[config.mk]
export PLATFORM = sky130hd
export DESIGN_NAME = cla_pipe_adder
export DESIGN_NICKNAME = d
export VERILOG_FILES = /design/src/rtl/cla_pipe_adder.sv
export SDC_FILE = /design/constraint.sdc
export NUM_CORES = 1
export LEC_CHECK = 0
export BUFFER_PORTS_ARGS = -buffer_cell sky130_fd_sc_hd__buf_4
export CORE_MARGIN = 8
export CORE_UTILIZATION = 40
export CTS_BUF_LIST = sky130_fd_sc_hd__clkbuf_8
export CTS_CLUSTER_SIZE = 12
export DETAILED_ROUTE_END_ITERATION = 7
export PLACE_DENSITY = 0.64
export SLEW_MARGIN = 40
export SYNTH_ARGS = -nofsm -noshare
export SYNTH_HDL_FRONTEND = slang
export SYNTH_SLANG_ARGS = --single-unit
[constraint.sdc]
create_clock -name clk -period 4.2 [get_ports clk]
set_input_delay 0.21 -clock clk [delete_from_list [all_inputs] [get_ports clk]]
set_output_delay 0.21 -clock clk [all_outputs]
set_load 0.01 [all_outputs]
[src/rtl/cla_pipe_adder.sv]
// Pipelined carry-lookahead adder/subtractor: one BLK-bit CLA slice per stage, registered inter-slice carry.
// Optional signed-overflow output is enabled with the CLA_OVF_EN macro.
module cla_pipe_adder #(
  parameter int WIDTH = 16,
  parameter int BLK   = 4
) (
  input  logic             clk,
  input  logic             rst,
  input  logic             in_valid,
  output logic             in_ready,
  input  logic [WIDTH-1:0] a,
  input  logic [WIDTH-1:0] b,
  input  logic             cin,
  input  logic             sub,
  output logic             out_valid,
  input  logic             out_ready,
  output logic [WIDTH-1:0] sum,
  output logic             cout
`ifdef CLA_OVF_EN
  ,
  output logic             ovf
`endif
);

  localparam int  BLK_SAFE = (BLK >= 1) ? BLK : 1;
  localparam int  STAGES   = (BLK >= 1) ? (WIDTH / BLK_SAFE) : 1;
  localparam bit  CFG_OK   = (BLK >= 1) && (WIDTH >= 1) && ((WIDTH % BLK_SAFE) == 0);

  if (!CFG_OK) begin : g_bad_cfg
    $error("cla_pipe_adder: WIDTH must be a positive multiple of BLK, BLK >= 1");
  end

  // Lookahead slice: each carry is a flat sum of generate/propagate products, no ripple chain.
  function automatic logic [BLK_SAFE:0] cla_slice(input logic [BLK_SAFE-1:0] x,
                                                  input logic [BLK_SAFE-1:0] y,
                                                  input logic              ci);
    logic [BLK_SAFE-1:0] g;
    logic [BLK_SAFE-1:0] p;
    logic [BLK_SAFE:0]   c;
    logic                prod;
    g    = x & y;
    p    = x ^ y;
    c    = {(BLK_SAFE+1){1'b0}};
    c[0] = ci;
    prod = 1'b0;
    for (int i = 0; i < BLK_SAFE; i++) begin
      c[i+1] = g[i];
      prod   = p[i];
      for (int j = i - 1; j >= 0; j--) begin
        c[i+1] = c[i+1] | (prod & g[j]);
        prod   = prod & p[j];
      end
      c[i+1] = c[i+1] | (prod & ci);
    end
    return {c[BLK_SAFE], p ^ c[BLK_SAFE-1:0]};
  endfunction

  // x_r[k]: result slices below k already summed, operand A slices from k upward still raw.
  logic                v_r [0:STAGES];
  logic                c_r [0:STAGES];
  logic [WIDTH-1:0]    x_r [0:STAGES];
  logic [WIDTH-1:0]    y_r [0:STAGES-1];
  logic [BLK_SAFE-1:0] ssum_s [0:STAGES-1];
  logic                sco_s  [0:STAGES-1];
  logic [WIDTH-1:0]    xn_s   [0:STAGES-1];
  logic                stall_s;

  assign stall_s   = v_r[STAGES] && !out_ready;
  assign in_ready  = !stall_s && !rst;
  assign out_valid = v_r[STAGES];
  assign sum       = x_r[STAGES];
  assign cout      = c_r[STAGES];

  // Per-stage slice evaluation and splice of the new sum slice into the travelling word.
  always_comb begin
    for (int k = 0; k < STAGES; k++) begin
      {sco_s[k], ssum_s[k]} = cla_slice(x_r[k][k*BLK_SAFE +: BLK_SAFE],
                                        y_r[k][k*BLK_SAFE +: BLK_SAFE], c_r[k]);
      xn_s[k] = x_r[k];
      xn_s[k][k*BLK_SAFE +: BLK_SAFE] = ssum_s[k];
    end
  end

  // Pipeline advance; the whole pipe freezes while the output beat is stalled.
  always_ff @(posedge clk) begin
    if (rst) begin
      for (int k = 0; k <= STAGES; k++) begin
        v_r[k] <= 1'b0;
        c_r[k] <= 1'b0;
        x_r[k] <= {WIDTH{1'b0}};
      end
      for (int k = 0; k < STAGES; k++) begin
        y_r[k] <= {WIDTH{1'b0}};
      end
`ifdef CLA_OVF_EN
      ovf <= 1'b0;
`endif
    end else if (!stall_s) begin
      v_r[0] <= in_valid;
      x_r[0] <= a;
      y_r[0] <= sub ? ~b : b;
      c_r[0] <= sub ? 1'b1 : cin;
      for (int k = 0; k < STAGES; k++) begin
        v_r[k+1] <= v_r[k];
        c_r[k+1] <= sco_s[k];
        x_r[k+1] <= xn_s[k];
      end
      for (int k = 1; k < STAGES; k++) begin
        y_r[k] <= y_r[k-1];
      end
`ifdef CLA_OVF_EN
      // carry into MSB recovered from the MSB operand bits and its sum bit
      ovf <= x_r[STAGES-1][WIDTH-1] ^ y_r[STAGES-1][WIDTH-1]
           ^ ssum_s[STAGES-1][BLK_SAFE-1] ^ sco_s[STAGES-1];
`endif
    end else begin
      v_r[0] <= v_r[0];
    end
  end

endmodule

## Word level (Yosys, flattened, before mapping)

Memories as Yosys holds them, arrays and structs flattened.
Index checks and enable logic that the tools add are counted.

- Register bits after elaboration: 0
- Bits in writable memories: 154
- Input bits: 38
- Output and inout port bits: 19
- Word-level logic and storage cells: 176
- Memories: 4

- Muxes and demuxes: 30
- Bitwise operators: 137
- Reductions and logical operators: 5

Memories:

| name | words | width | read ports | clocked after memory_dff | write ports | line | text |
|---|---|---|---|---|---|---|---|
| x_r | 5 | 16 | 5 | 0 | 5 | 61 | `logic [WIDTH-1:0] x_r [0:STAGES];` |
| y_r | 4 | 16 | 4 | 0 | 4 | 62 | `logic [WIDTH-1:0] y_r [0:STAGES-1];` |
| c_r | 5 | 1 | 5 | 0 | 5 | 60 | `logic c_r [0:STAGES];` |
| v_r | 5 | 1 | 5 | 0 | 5 | 59 | `logic v_r [0:STAGES];` |

Operators by type and width:

| cell | count |
|---|---|
| 2-to-1 mux 16 bit | 10 |
| bitwise AND 1 bit | 64 |
| OR 1 bit | 60 |
| bitwise XOR 4 bit | 8 |
| 2-to-1 mux 1 bit | 20 |
| bitwise AND 4 bit | 4 |
| inverter 16 bit | 1 |
| zero test 1 bit | 3 |
| logical AND 1 bit | 2 |

## Depth between registers and ports, before layout

- Depth in word-level cells: 7
- Mapped depth: 4

## Worst setup path before layout

No wires, ideal clock.

- Path type: reg2reg
- Start: memory v_r[4]
- End: memory c_r[0][0] (enable)
- Arrival: 3.910 ns
- Slack: -0.222 ns
- Cell stages (with the launch flop): 4
- Buffers on the path: 1
- Period minus slack after synthesis: 4.422 ns
- Cell sequence: edfxtp_1 -> nand2b_4 -> buf_2 -> nand2b_1

RTL lines:

| element | line |
|---|---|
| start: declaration | 59 |
| end: declaration | 60 |

==> summary.md <==
* **Detailed Route Iter0 Violations** 228
* **Worst-Margin Slew** 787.7 ps
* **number of global-route vias before repair** 3112
* **number of synthesized flops with an enable pin** 130
* **register cell area after layout** 3904 um2
* **type of the tightest min-delay check** in -> reg
* **share of synthesized area occupied by flip-flops and latches** 67.69%
* **net switching power** 531.9 uW
* **insertion delay to the later sink of the worst-skew pair** 420 ps
* **total global routing track utilization** 10.37%
* **average routed wire per standard cell** 14.58 um
* **Clock Sinks** 130
* **I/O pin cnt** 57
* **predominant post-synthesis flop cell** edfxtp_1
* **count of port buffers added during placement** 56
* **number of maximum-capacitance violations** 0
* **overall power of the completed layout** 2616 uW
* **Placeable Area** 14310 um2
* **critical path launch point type** register
* **post-synthesis instance area** 5767 um2
* **total gr overflow** 0
* **setup bufs post-CTS** 0
* **nets@finish** 486
* **cell class contributing the biggest share of worst-path delay** simple AND/OR/NAND/NOR gates
* **Fmax achieved** 508.5 MHz
* **leading cell type by number of instances after synthesis** edfxtp_1
* **cts hold-fix bufs** 0
* **Clk Tree Root Cell** clkbuf_8
* **number of distinct library cells after synthesis** 29
* **number of pins with negative max-slew slack in the final report** 0
* **leading cell types by count after synthesis** edfxtp_1 (130), and3_1 (95), nor2_1 (28)
* **total buffers and inverters traversed by the critical path** 1
* **post-layout minimum cycle time** 1967 ps
* **flop and latch count out of synthesis** 130
* **gpl congestion** 0.7847
* **Inserted Clock Buffers** 17
* **area growth from synthesis to layout** 12.41%
* **iteration count of the initial detailed-routing pass** 6
* **total leakage power** 0.003058 uW
* **die outline area** 18520 um2
* **share of total power in combinational logic** 6.4%
* **stage delay of the slowest cell on the critical path** 600 ps
* **clock share of power** 35.5%
* **Die X-Extent** 136.1 um
* **startpoint of the lowest-slack hold path** cin
* **CP max FO** 76
* **net count of the mapped netlist** 450
* **number of DRC violations after detailed routing** 0
* **power per unit of standard cell area** 403.5 nW/um2
* **number of gates resized after cts** 0
* **terminating pin of the worst hold path** c_r[0][0]
* **number of endpoints with negative hold slack in the final report** 0
* **largest area contributor in the synthesized netlist** edfxtp_1
* **highest-delay cell along the critical path** nand2b_4
* **antenna violations before repair** 0
* **internal power of the cells** 2084 uW
* **DPL Wire Length** 5744 um
* **CP Capture Type** register
* **via density per instance** 4.799
* **Relative slew margins** 47.49%
* **number of H-tree branching levels** 4
* **worst reg2reg endpoint** y_r[0][46]
* **Detail Route Antenna Nets** 0
* **largest net degree at the start of global routing** 102
* **Filler cells** 1293
* **accumulated negative setup slack** 0 ps
* **list of cells traversed by the critical path** nand2b_4 -> nand2b_4 -> buf_12
* **clock tree from TritonCTS** done
* **most repeated library cell on the critical path** nand2b_4
* **ratio of cells with drive above 1 in the final layout** 20.78%
* **Crit Reg-Reg Startpoint** v_r[4]
* **share of the synthesized area in the top cell type** 67.69%
* **cell row count** 44
* **fraction of the cycle the final worst path needs** 46.82%
* **Worst EP arrival** 2040 ps
* **Syn. warnings** 0
* **cell count after synthesis** 392
* **Worst-path clk slew** 60 ps
* **global-route wire length before repair** 14810 um
* **WS Path Type** reg -> reg
* **worst hold margin** 84.87 ps
* **top post-synthesis cells by area** edfxtp_1 (68%), and3_1 (10%), ha_1 (3.5%), xnor2_1 (2.4%), buf_4 (2.2%)
* **async set or reset register ratio after synthesis** 0%
* **combined area of the multi-input logic cells** 1504 um2
* **clk_skew** 10.04 ps
* **depth of the worst register-to-register path** 3
* **total wire length after detailed routing** 9068 um
* **maximum VDD drop** 0.1444 mV
* **worst path required time** 4280 ps
* **Mean Syn Cell Area** 14.71 um2
* **result of the run** finished, final reports clean
* **Net Sw Frac** 20.34%
* **setup repair after global routing missed its margin** false
* **die height** 136.1 um
* **Vias** 2985
* **sequential share of power** 58.0%
* **hold depth** 3
* **diodes inserted** 0
* **maximum clock path buffer count** 2
* **final setup violation count** 0
* **Worst R2R Setup Slack** 2230 ps
* **initial standard-cell utilization of the core** 40.29%
metal layers:
layer  up-vias  wire length [um]  global-route usage [%]
met2        64              4409                   16.23
met1      1406              3992                   11.92
met5         -                 0                       0
li1       1501                 -                       -
met4         0               187                   4.698
met3        14               478                   4.841
area by class of cell:
cell class,count,area share [%]
clock buffer,17,3.609
clock inverter,12,1.583
inverter,14,0.8107
multi-input combinational,206,23.20
sequential,130,60.22
tap,184,3.551
timing repair buffer,59,7.026
worst max path at each step:
| stage | cells past startpoint | from | slack, ps | to |
|---|---|---|---|---|
| after floorplan | 3 | v_r[4] | 1330 | c_r[0][0] |
| after global placement | 3 | v_r[4] | 2280 | x_r[0][66] |
| after detailed placement | 3 | v_r[4] | 2240 | y_r[0][60] |
| after CTS | 4 | v_r[4] | 2140 | in_ready |
| after global routing | 4 | v_r[4] | 2030 | in_ready |
| final | 3 | v_r[4] | 2230 | y_r[0][46] |
tightest hold or removal path, delay by kind of cell:
family        cells  cell delay [ps]
buf+inv           1               80
simple gates      2              100
logic make-up after synthesis:
family | count (synthesis) | synth area share, %
compound gates | 24 | 3.601
simple gates | 138 | 13.76
xor+xnor | 20 | 3.037
fa+ha+maj | 20 | 4.860
buf+inv | 56 | 6.357
flops | 130 | 67.69
mux | 4 | 0.6943
cells in the final DEF (no fill, tap or decap), types with 4 or more instances in the layout:
master,Yosys,layout
a211o_1,4,4
a211oi_1,4,4
a21o_1,4,4
and3_1,95,95
buf_4,17,58
clkbuf_8,0,17
clkinv_1,0,4
clkinv_2,0,4
edfxtp_1,130,130
fa_1,4,4
ha_1,16,16
inv_1,12,14
mux2i_1,4,4
nand3_1,4,4
nand3b_1,4,4
nor2_1,28,28
o2bb2ai_1,4,4
xnor2_1,16,16
xor2_1,4,4
state kept, by name (all words and copies together), names as in the netlist:
name and cells:
v_r 5, y_r 40, x_r 80, c_r 5
power by group through the flow:
| stage | Combinational (uW) | Sequential, uW | Clock [uW] |
|---|---|---|---|
| floorplan | 124 | 1540 | 0 |
| global placement | 166 | 1540 | 0 |
| detailed placement | 170 | 1550 | 0 |
| CTS | 171 | 1520 | 953 |
| global route | 191 | 1520 | 1010 |
| finish | 168 | 1520 | 930 |
metrics by stage:
| stage | cells | area, um2 | util (%) | setup WS [ps] |
|---|---|---|---|---|
| final | 622 | 6482 | 45.29 | 2233 |
| after global routing | 622 | 6482 | 45.29 | 2025 |
| after CTS | 622 | 6482 | 45.29 | 2145 |
| after detailed placement | 593 | 6146 | 42.94 | 2238 |
| after global placement | 593 | 6146 | 42.94 | 2284 |
| after floorplan | 392 | 5769 | - | 1333 |
(Power assumes the default switching activity.)
